$ cat config.mk
export PLATFORM = sky130hd
export DESIGN_NAME = sync_arith_result_buffer
export DESIGN_NICKNAME = d
export VERILOG_FILES = /design/src/rtl/sync_arith_result_buffer.sv
export SDC_FILE = /design/constraint.sdc
export NUM_CORES = 1
export LEC_CHECK = 0
export ABC_AREA = 1
export CAP_MARGIN = 20
export CORE_MARGIN = 2
export CORE_UTILIZATION = 45
export DETAILED_ROUTE_END_ITERATION = 7
export HOLD_SLACK_MARGIN = 0.12
export MAX_ROUTING_LAYER = met4
export PLACE_DENSITY = 0.73
export SYNTH_ARGS = -nofsm -noshare
export SYNTH_HDL_FRONTEND = slang
export SYNTH_SLANG_ARGS = --single-unit
$ cat constraint.sdc
create_clock -name clk -period 4.4 [get_ports clk]
set_input_delay 0.88 -clock clk [delete_from_list [all_inputs] [get_ports clk]]
set_output_delay 0.88 -clock clk [all_outputs]
set_load 0.01 [all_outputs]
$ cat src/rtl/sync_arith_result_buffer.sv
// rtl/sync_arith_result_buffer.sv - FIFO for arithmetic results with sticky status and drop counter
// Entries are {op, status, result}; full/empty come from the count, never from pointer comparison.
module sync_arith_result_buffer #(
  parameter int M     = 32,
  parameter int DEPTH = 8,
  parameter int AW    = $clog2(DEPTH)
) (
  input  logic           clk,
  input  logic           i_reset,
  input  logic           i_valid,
  input  logic [M-1:0]   i_result,
  input  logic [3:0]     i_status,
  input  logic [3:0]     i_op,
  output logic           o_full,
  output logic           o_almost_full,
  output logic           o_valid,
  input  logic           i_ready,
  output logic [M-1:0]   o_data,
  output logic [3:0]     o_data_status,
  output logic [3:0]     o_data_op,
  output logic [AW:0]    o_count,
  input  logic           i_clear_sticky,
  output logic [3:0]     o_sticky_status,
  output logic [7:0]     o_drop_cnt
);

  localparam int            EW        = M + 8;
  localparam logic [AW:0]   FULL_CNT  = (AW+1)'(DEPTH);
  localparam logic [AW:0]   AFULL_CNT = (AW+1)'(DEPTH - 1);
  localparam logic [AW:0]   CNT_ONE   = (AW+1)'(1);
  localparam logic [AW-1:0] PTR_ONE   = AW'(1);

  logic [EW-1:0] mem [DEPTH];
  logic [AW-1:0] wr_ptr;
  logic [AW-1:0] rd_ptr;
  logic [AW:0]   count;
  logic [AW:0]   count_next;
  logic [3:0]    sticky;
  logic [3:0]    sticky_next;
  logic [7:0]    drop_cnt;
  logic [7:0]    drop_next;
  logic [EW-1:0] head;
  logic          push;
  logic          pop;
  logic          drop;

  assign o_valid       = (count != '0);
  assign o_full        = (count == FULL_CNT);
  assign o_almost_full = (count >= AFULL_CNT);

  // The producer cannot stall, so a pop in the same cycle is what makes room at full.
  assign pop  = o_valid && i_ready;
  assign push = i_valid && (!o_full || pop);
  assign drop = i_valid && o_full && !pop;

  always_comb begin
    count_next = count;
    if (push && !pop) begin
      count_next = count + CNT_ONE;
    end else if (pop && !push) begin
      count_next = count - CNT_ONE;
    end
  end

  always_comb begin
    sticky_next = i_clear_sticky ? 4'b0000 : sticky;
    if (push) begin
      sticky_next = sticky_next | i_status;
    end
  end

  always_comb begin
    drop_next = i_clear_sticky ? 8'd0 : drop_cnt;
    if (drop && (drop_next != 8'hff)) begin
      drop_next = drop_next + 8'd1;
    end
  end

  always_ff @(posedge clk or posedge i_reset) begin
    if (i_reset) begin
      wr_ptr   <= '0;
      rd_ptr   <= '0;
      count    <= '0;
      sticky   <= 4'b0000;
      drop_cnt <= 8'd0;
    end else begin
      if (push) begin
        wr_ptr <= wr_ptr + PTR_ONE;
      end
      if (pop) begin
        rd_ptr <= rd_ptr + PTR_ONE;
      end
      count    <= count_next;
      sticky   <= sticky_next;
      drop_cnt <= drop_next;
    end
  end

  always_ff @(posedge clk) begin
    if (push) begin
      mem[wr_ptr] <= {i_op, i_status, i_result};
    end
  end

  // Head is read straight from the array; zeroed while empty so stale entries never leak out.
  assign head          = mem[rd_ptr];
  assign o_data        = o_valid ? head[M-1:0]   : '0;
  assign o_data_status = o_valid ? head[M+3:M]   : 4'b0000;
  assign o_data_op     = o_valid ? head[M+7:M+4] : 4'b0000;

  assign o_count         = count;
  assign o_sticky_status = sticky;
  assign o_drop_cnt      = drop_cnt;

endmodule

==> results.md, run 1 <==
- Post-synthesis sequential area ratio: 72.6%
- Final worst path period share: 88.0%
- Met1 Use GR: between 20% and 30%
- Initial DRC count: ~800
- Vias per cell: 5.35
- Net Switching: 4.04 mW
- R2R Path Start: o_count[0]
- Vias in the first global route: between 9000 and 10000
- CTS tree: done
- Remaining DRCs: 0
- Skew final: 0.0170 ns
- Asr flop ratio synth: 6.43%
- Post-Syn Area: around 0.014 mm2
- Placer Congestion: slightly below 0.8
- Syn Area/Cell: 11.6 um2
- Fin nets: between 1000 and 1500
- Max Fclk: between 200 and 300 MHz
- Slew Limit Fails: 0
- Leakage: 5.93 nW
- Non-Filler Instances: between 1500 and 2000
- WP data arrival: approximately 3 ns
- Yosys warnings: 0
- Final Hold Vio Count: 0
- Syn Inst Count: 1204
- Int Pwr: 7.48 mW
- Die width: 180 um
- Initial antenna violation count: 0
- Top cell type's share of synthesized area: 68.7%
- Area contributors post-synth: edfxtp_1 69%, nor2_1 10%, dfrtp_1 3.9%
- Crit end category: output port
- Clk sinks: 342
- CTS buffer count: 36
- Sw frac: a little over a third
- Syn_nets: roughly 1300
- Setup TNS: 0 ns
- Hold Crit Class: register to register
- GRT Total Usage: 19.3%
- WL/cell: 17.8 um
- Die Y: 180 um
- CP Class: register to output port
- Top FF cell, synth: edfxtp_1
- # setup viols final: 0
- Clk_lat worst skew: roughly 0.54 ns
- Crit Path Max Fanout: 42
- Die Area: 0.0325 mm2
- Worst Setup EP: o_data[14]
- Final hold slack: 0.490 ns
- Clock tree buffer depth: 3
- Number of synthesized register bits: 342
- Initial cell density of the core: between 40 and 50%
- Port-buffer cells: 103
- Row count: 64
- Post-synth cell types: 28
- First-pass GRT wire length: around 49000 um
- Final Util: a little over half
- Reg2reg setup slack: 1.50 ns
- Cell area after placement: 0.0154 mm2
- Final instance area: approximately 0.017 mm2
- Detailed Place HPWL: 17200 um
- Startpoint types: register
- Routing usage on met3: 2.85%
- Peak VDD IR: slightly above 0.4 mV
- Multi-input gate area: 0.00342 mm2
- RSZ-0062 raised after global routing: false
- Area leader, netlist: edfxtp_1
- Max-cap violations: 0
- Global route hottest layer: met2
- Routed WL: 30600 um
- Gr ovfl total: 0
- Slew @ Worst Pin: between 0.8 and 0.9 ns
- # diodes: 0
- FILL cells: 2483
- Core outline area: between 0.03 and 0.04 mm2
- EDFF count, synth: 320
- Vias: between 9000 and 10000
- Outcome: complete, no violations
- Layout cells sized above 1: 7.19%
- Worst-path clk slew: 0.06 ns
- Post-CTS Setup Inserts: 0
- Top Ports: 104
- Slew HR: 40.5%
- M2 GR Usage: between 30% and 40%
- Flop pwr share: 37.1%
- Placed instance count: 1656
- CTS Hold Bufs: 0
- Reg area: just over 0.01 mm2
- Capture point of the worst reg-to-reg path: o_count[3]
- Crit path launch: rd_ptr[1]
- ANT nets after route: 0
- Post-route minimum period: 3.87 ns
- Pin count of the biggest net entering global routing: between 150 and 200
- WP data required: roughly 3.5 ns
- Power share of the combinational group: 36.9%
- R2R depth: 12
- Post_cts resized: 0
- Clock power frac: around a quarter
- Htree depth: 2
- PwrDens: 693 mW/mm2
- Area grow syn2layout: 18.8%
- Clock Root Buffer: clkbuf_16
- First drt pass iteration count: 7
-- cell families (layout without fill, tap and decap cells) --
| logic type | Yosys count | in the layout | synth area share, % |
|---|---|---|---|
| compound gates | 204 | 204 | 7.33 |
| xor+xnor | 9 | 9 | 0.564 |
| fa+ha+maj | 7 | 7 | 0.680 |
| buf+inv | 89 | 206 | 3.36 |
| flops | 342 | 342 | 72.6 |
| simple gates | 553 | 553 | 15.4 |
-- layer usage --
metal  share of wire, %  vias up
li1                   -     4343
met1                 43     4450
met2                 49      339
met3                6.0       53
met4                2.0        0
met5                  0        -
-- how the worst min path moves through the flow --
stage | startpoint | to | slack [ns] | cells past startpoint
floorplan | wr_ptr[2] | wr_ptr[2] | 0.48 | 2
global placement | o_sticky_status[0] | o_sticky_status[0] | 0.47 | 2
detailed placement | o_sticky_status[0] | o_sticky_status[0] | 0.48 | 2
CTS | o_sticky_status[0] | o_sticky_status[0] | 0.49 | 2
global route | o_sticky_status[0] | o_sticky_status[0] | 0.53 | 2
finish | o_sticky_status[0] | o_sticky_status[0] | 0.49 | 2
-- worst max-delay path: stages (launching register included) --
cell and delay, ns:
dfrtp_4 0.71, buf_4 0.50, o21ai_0 0.17, o21ai_0 0.18
nor2_1 0.05, nor2_1 0.24, clkdlybuf4s50_1 0.59
-- area by class of cell --
cell class,instances,area share (%)
clock buffers,43,5.64
clock inverters,17,1.33
inverters,23,0.535
multi-input cells,773,20.6
flip-flops and latches,342,61.2
well taps,396,2.98
repair buffers,123,7.76
-- synth_stat cells (2+ instances only) --
library cell and count:
buf_1 8, nor2_1 379, buf_6 11, buf_2 16, xnor2_1 6, or2_2 2
inv_1 20, inv_2 2, o21ai_1 107, nand3_1 50, nor2_2 2, o21ai_0 95
edfxtp_1 320, nand2_1 117, ha_1 6, buf_4 5, xor2_1 3, clkbuf_1 24
dfrtp_1 22
-- placed cells by master (no fill, tap or decap), types with 2 or more instances in the layout --
master           instances
clkinv_2                 6
buf_12                   7
clkdlybuf4s50_1        103
dfrtp_1                 19
nand2_1                116
inv_2                    3
or2_2                    2
bufinv_16                4
nor2_2                   2
clkinvlp_4               3
dfrtp_4                  2
ha_1                     6
edfxtp_1               320
xor2_1                   3
o21ai_0                 95
xnor2_1                  6
clkbuf_1                 6
nand2_2                  2
buf_4                   12
clkbuf_16               36
inv_1                   19
nor2_4                   8
nand3_1                 50
o21ai_1                107
nor2_1                 371
-- flip-flops by register name, indices dropped and copies added (netlist names) --
register         flops
o_sticky_status      4
wr_ptr               3
mem                320
o_drop_cnt           8
rd_ptr               3
o_count              4
-- stage by stage --
step                      power, mW  setup slack (ns)
after detailed placement       8.58             0.958
after CTS                      11.6             0.495
after global placement         8.48              1.06
final                          11.5             0.528
after global routing           12.2             0.354
after floorplan                6.89             0.891
-- power by group through the flow --
stage / clock network [mW] / registers, mW / logic [mW]
after detailed placement: 0 / 4.34 / 4.24
after global placement: 0 / 4.32 / 4.16
final: 3.00 / 4.27 / 4.25
after floorplan: 0 / 4.22 / 2.67
after CTS: 3.04 / 4.27 / 4.27
after global routing: 3.17 / 4.32 / 4.71
(Power assumes the default switching activity.)
==> run 2: changes to the inputs <==
- GPL_TIMING_DRIVEN: not set -> 0
==> run 2 against run 1 <==
Total power rose by 1.8%; register-to-register slack improved by 0.39 ns; via count rose by 2.6%; first-iteration DRC count fell by 0.12%; sequential power fell by 3%; die area did not move; clock-buffer cell count rose by 6; final cell count rose by 3.4%; global-route usage rose by 1.5 points; largest power group is now combinational logic.
==> results.md, run 2 (synthesized netlist as in run 1, its figures left out) <==
- CP Class: register to output port
- Reg with most FFs: mem
- Initial cell density of the core: 45.7%
- Detailed Place HPWL: 20400 um
- Vias: 9424
- Post_cts resized: 0
- Peak VDD IR: 0.373 mV
- Outcome: complete, no violations
- # setup viols final: 0
- First drt pass iteration count: 5
- Leakage: 6.03 nW
- Startpoint types: register
- Slew @ Worst Pin: 0.923 ns
- Most common cell after layout, fill and taps aside: nor2_1
- CTS Hold Bufs: 0
- Worst-path clk slew: 0.06 ns
- CTS buffer count: 36
- Clock power frac: 23.8%
- Reg area: around 0.010 mm2
- Core outline area: 0.0306 mm2
- Total power: 11.7 mW
- Crit Path Max Fanout: 10
- Row count: 64
- Top delay family on crit path: buffers and inverters
- Pin count of the biggest net entering global routing: 28
- CTS tree: done
- Multi-input gate area: 0.00341 mm2
- Final Hold Vio Count: 0
- Most frequent cells in the layout: 371 x nor2_1, 320 x edfxtp_1, 117 x nand2_1
- Top Ports: ~100
- Vias per cell: 5.31
- Clock Root Buffer: clkbuf_16
- RSZ-0062 raised after global routing: false
- Port-buffer cells: 103
- Skew final: 0.0105 ns
- Flop pwr share: a little over a third
- WP data arrival: ~3.0 ns
- CP cell instances: buf_4 > clkbuf_1 > o21ai_0 > o21ai_1 > nor2_1 > nor2_1 > clkdlybuf4s50_1
- WP data required: about 3.5 ns
- Die Y: 180 um
- Power share of the combinational group: between 40% and 50%
- Final setup margin: 0.515 ns
- Post-route minimum period: just under 4 ns
- ANT nets after route: 0
- FILL cells: 2468
- Clk_lat worst skew: ~0.51 ns
- Gr ovfl total: 0
- Int Pwr: around 7.5 mW
- Hold Crit Class: register to register
- Max Fclk: 257 MHz
- Crit end category: output port
- Layout cells sized above 1: 7.40%
- Routed WL: approximately 33000 um
- Initial DRC count: 808
- Clk sinks: 342
- Vias in the first global route: between 9000 and 10000
- Crit path buf inv count: 3
- Initial antenna violation count: 1
- Slew Limit Fails: 0
- Die Area: 0.0325 mm2
- Fin nets: 1405
- Final worst path period share: 88.3%
- Sw frac: a little over a third
- Placer Congestion: 0.810
- Max FFs per register: 320
- PwrDens: approximately 700 mW/mm2
- Cell mode on critical path: nor2_1
- Slew HR: 38.4%
- Net Switching: 4.25 mW
- Slowest-stage cell, CP: clkdlybuf4s50_1
- First-pass GRT wire length: 51200 um
- Clock tree buffer depth: 3
- Remaining DRCs: 0
- Area grow syn2layout: 20.2%
- Dpl ws: 1.00 ns
- Htree depth: 2
- Max incr delay on CP: 0.59 ns
- WL/cell: 18.8 um
- Die width: 180 um
- GRT Total Usage: 20.8%
- Max-cap violations: 0
- Post-CTS Setup Inserts: 0
run 2: cell type report:
| type | count | area share, % |
|---|---|---|
| inverters | 23 | 0.528 |
| multi-input cells | 773 | 20.3 |
| clock buffers | 49 | 5.77 |
| plain buffers | 66 | 2.27 |
| diodes | 1 | 0.0149 |
| well taps | 396 | 2.95 |
| clock inverters | 14 | 0.573 |
| flip-flops and latches | 342 | 60.4 |
| repair buffers | 111 | 7.17 |
run 2: power groups by stage:
stage,sequential [mW],combinational (mW),clock (mW)
floorplan,4.22,2.67,0
global placement,4.26,4.56,0
detailed placement,4.22,4.77,0
CTS,4.16,4.80,2.82
global route,4.19,5.23,2.94
finish,4.16,4.77,2.79
run 2: metrics by stage:
stage / TNS, ns / instances / area [um2] / hold slack (ns) / util [%]
2_1_floorplan: 0 / 1204 / 14000 / 0.482 / -
3_3_place_gp: -341.98 / 1703 / 15500 / 0.472 / 50.7
3_5_place_dp: 0 / 1711 / 15700 / 0.471 / 51.5
4_1_cts: 0 / 1774 / 16800 / 0.493 / 55.0
5_1_grt: 0 / 1775 / 16800 / 0.518 / 55.0
6_report: 0 / 1775 / 16800 / 0.490 / 55.0
run 2: path summary, 6_finish.rpt:
check                                   start            endpoint  slack [ns]  cells after the start
max                                 rd_ptr[1]    o_data_status[2]        0.51                      7
min                        o_sticky_status[3]  o_sticky_status[3]        0.49                      2
max reg2reg                        o_count[3]          mem[3][10]        1.89                      8
min reg2reg                o_sticky_status[3]  o_sticky_status[3]        0.49                      2
max in group asynchronous             i_reset           rd_ptr[1]        2.96                      2
min in group asynchronous             i_reset       o_drop_cnt[3]        0.87                      2
run 2: metal layers:
layer | vias to the layer above | global-route usage [%] | wire length [um]
met1 | 4497 | 26.8 | 13800
met4 | 0 | 8.03 | 1020
met5 | - | - | 0
met3 | 68 | 3.35 | 2410
li1 | 4462 | - | -
met2 | 397 | 33.3 | 16100
run 2: worst min-delay path, delay by kind of cell (launching register included):
kind	cells	cell delay (ns)
DFF	1	0.35
and+or+nand+nor	2	0.11
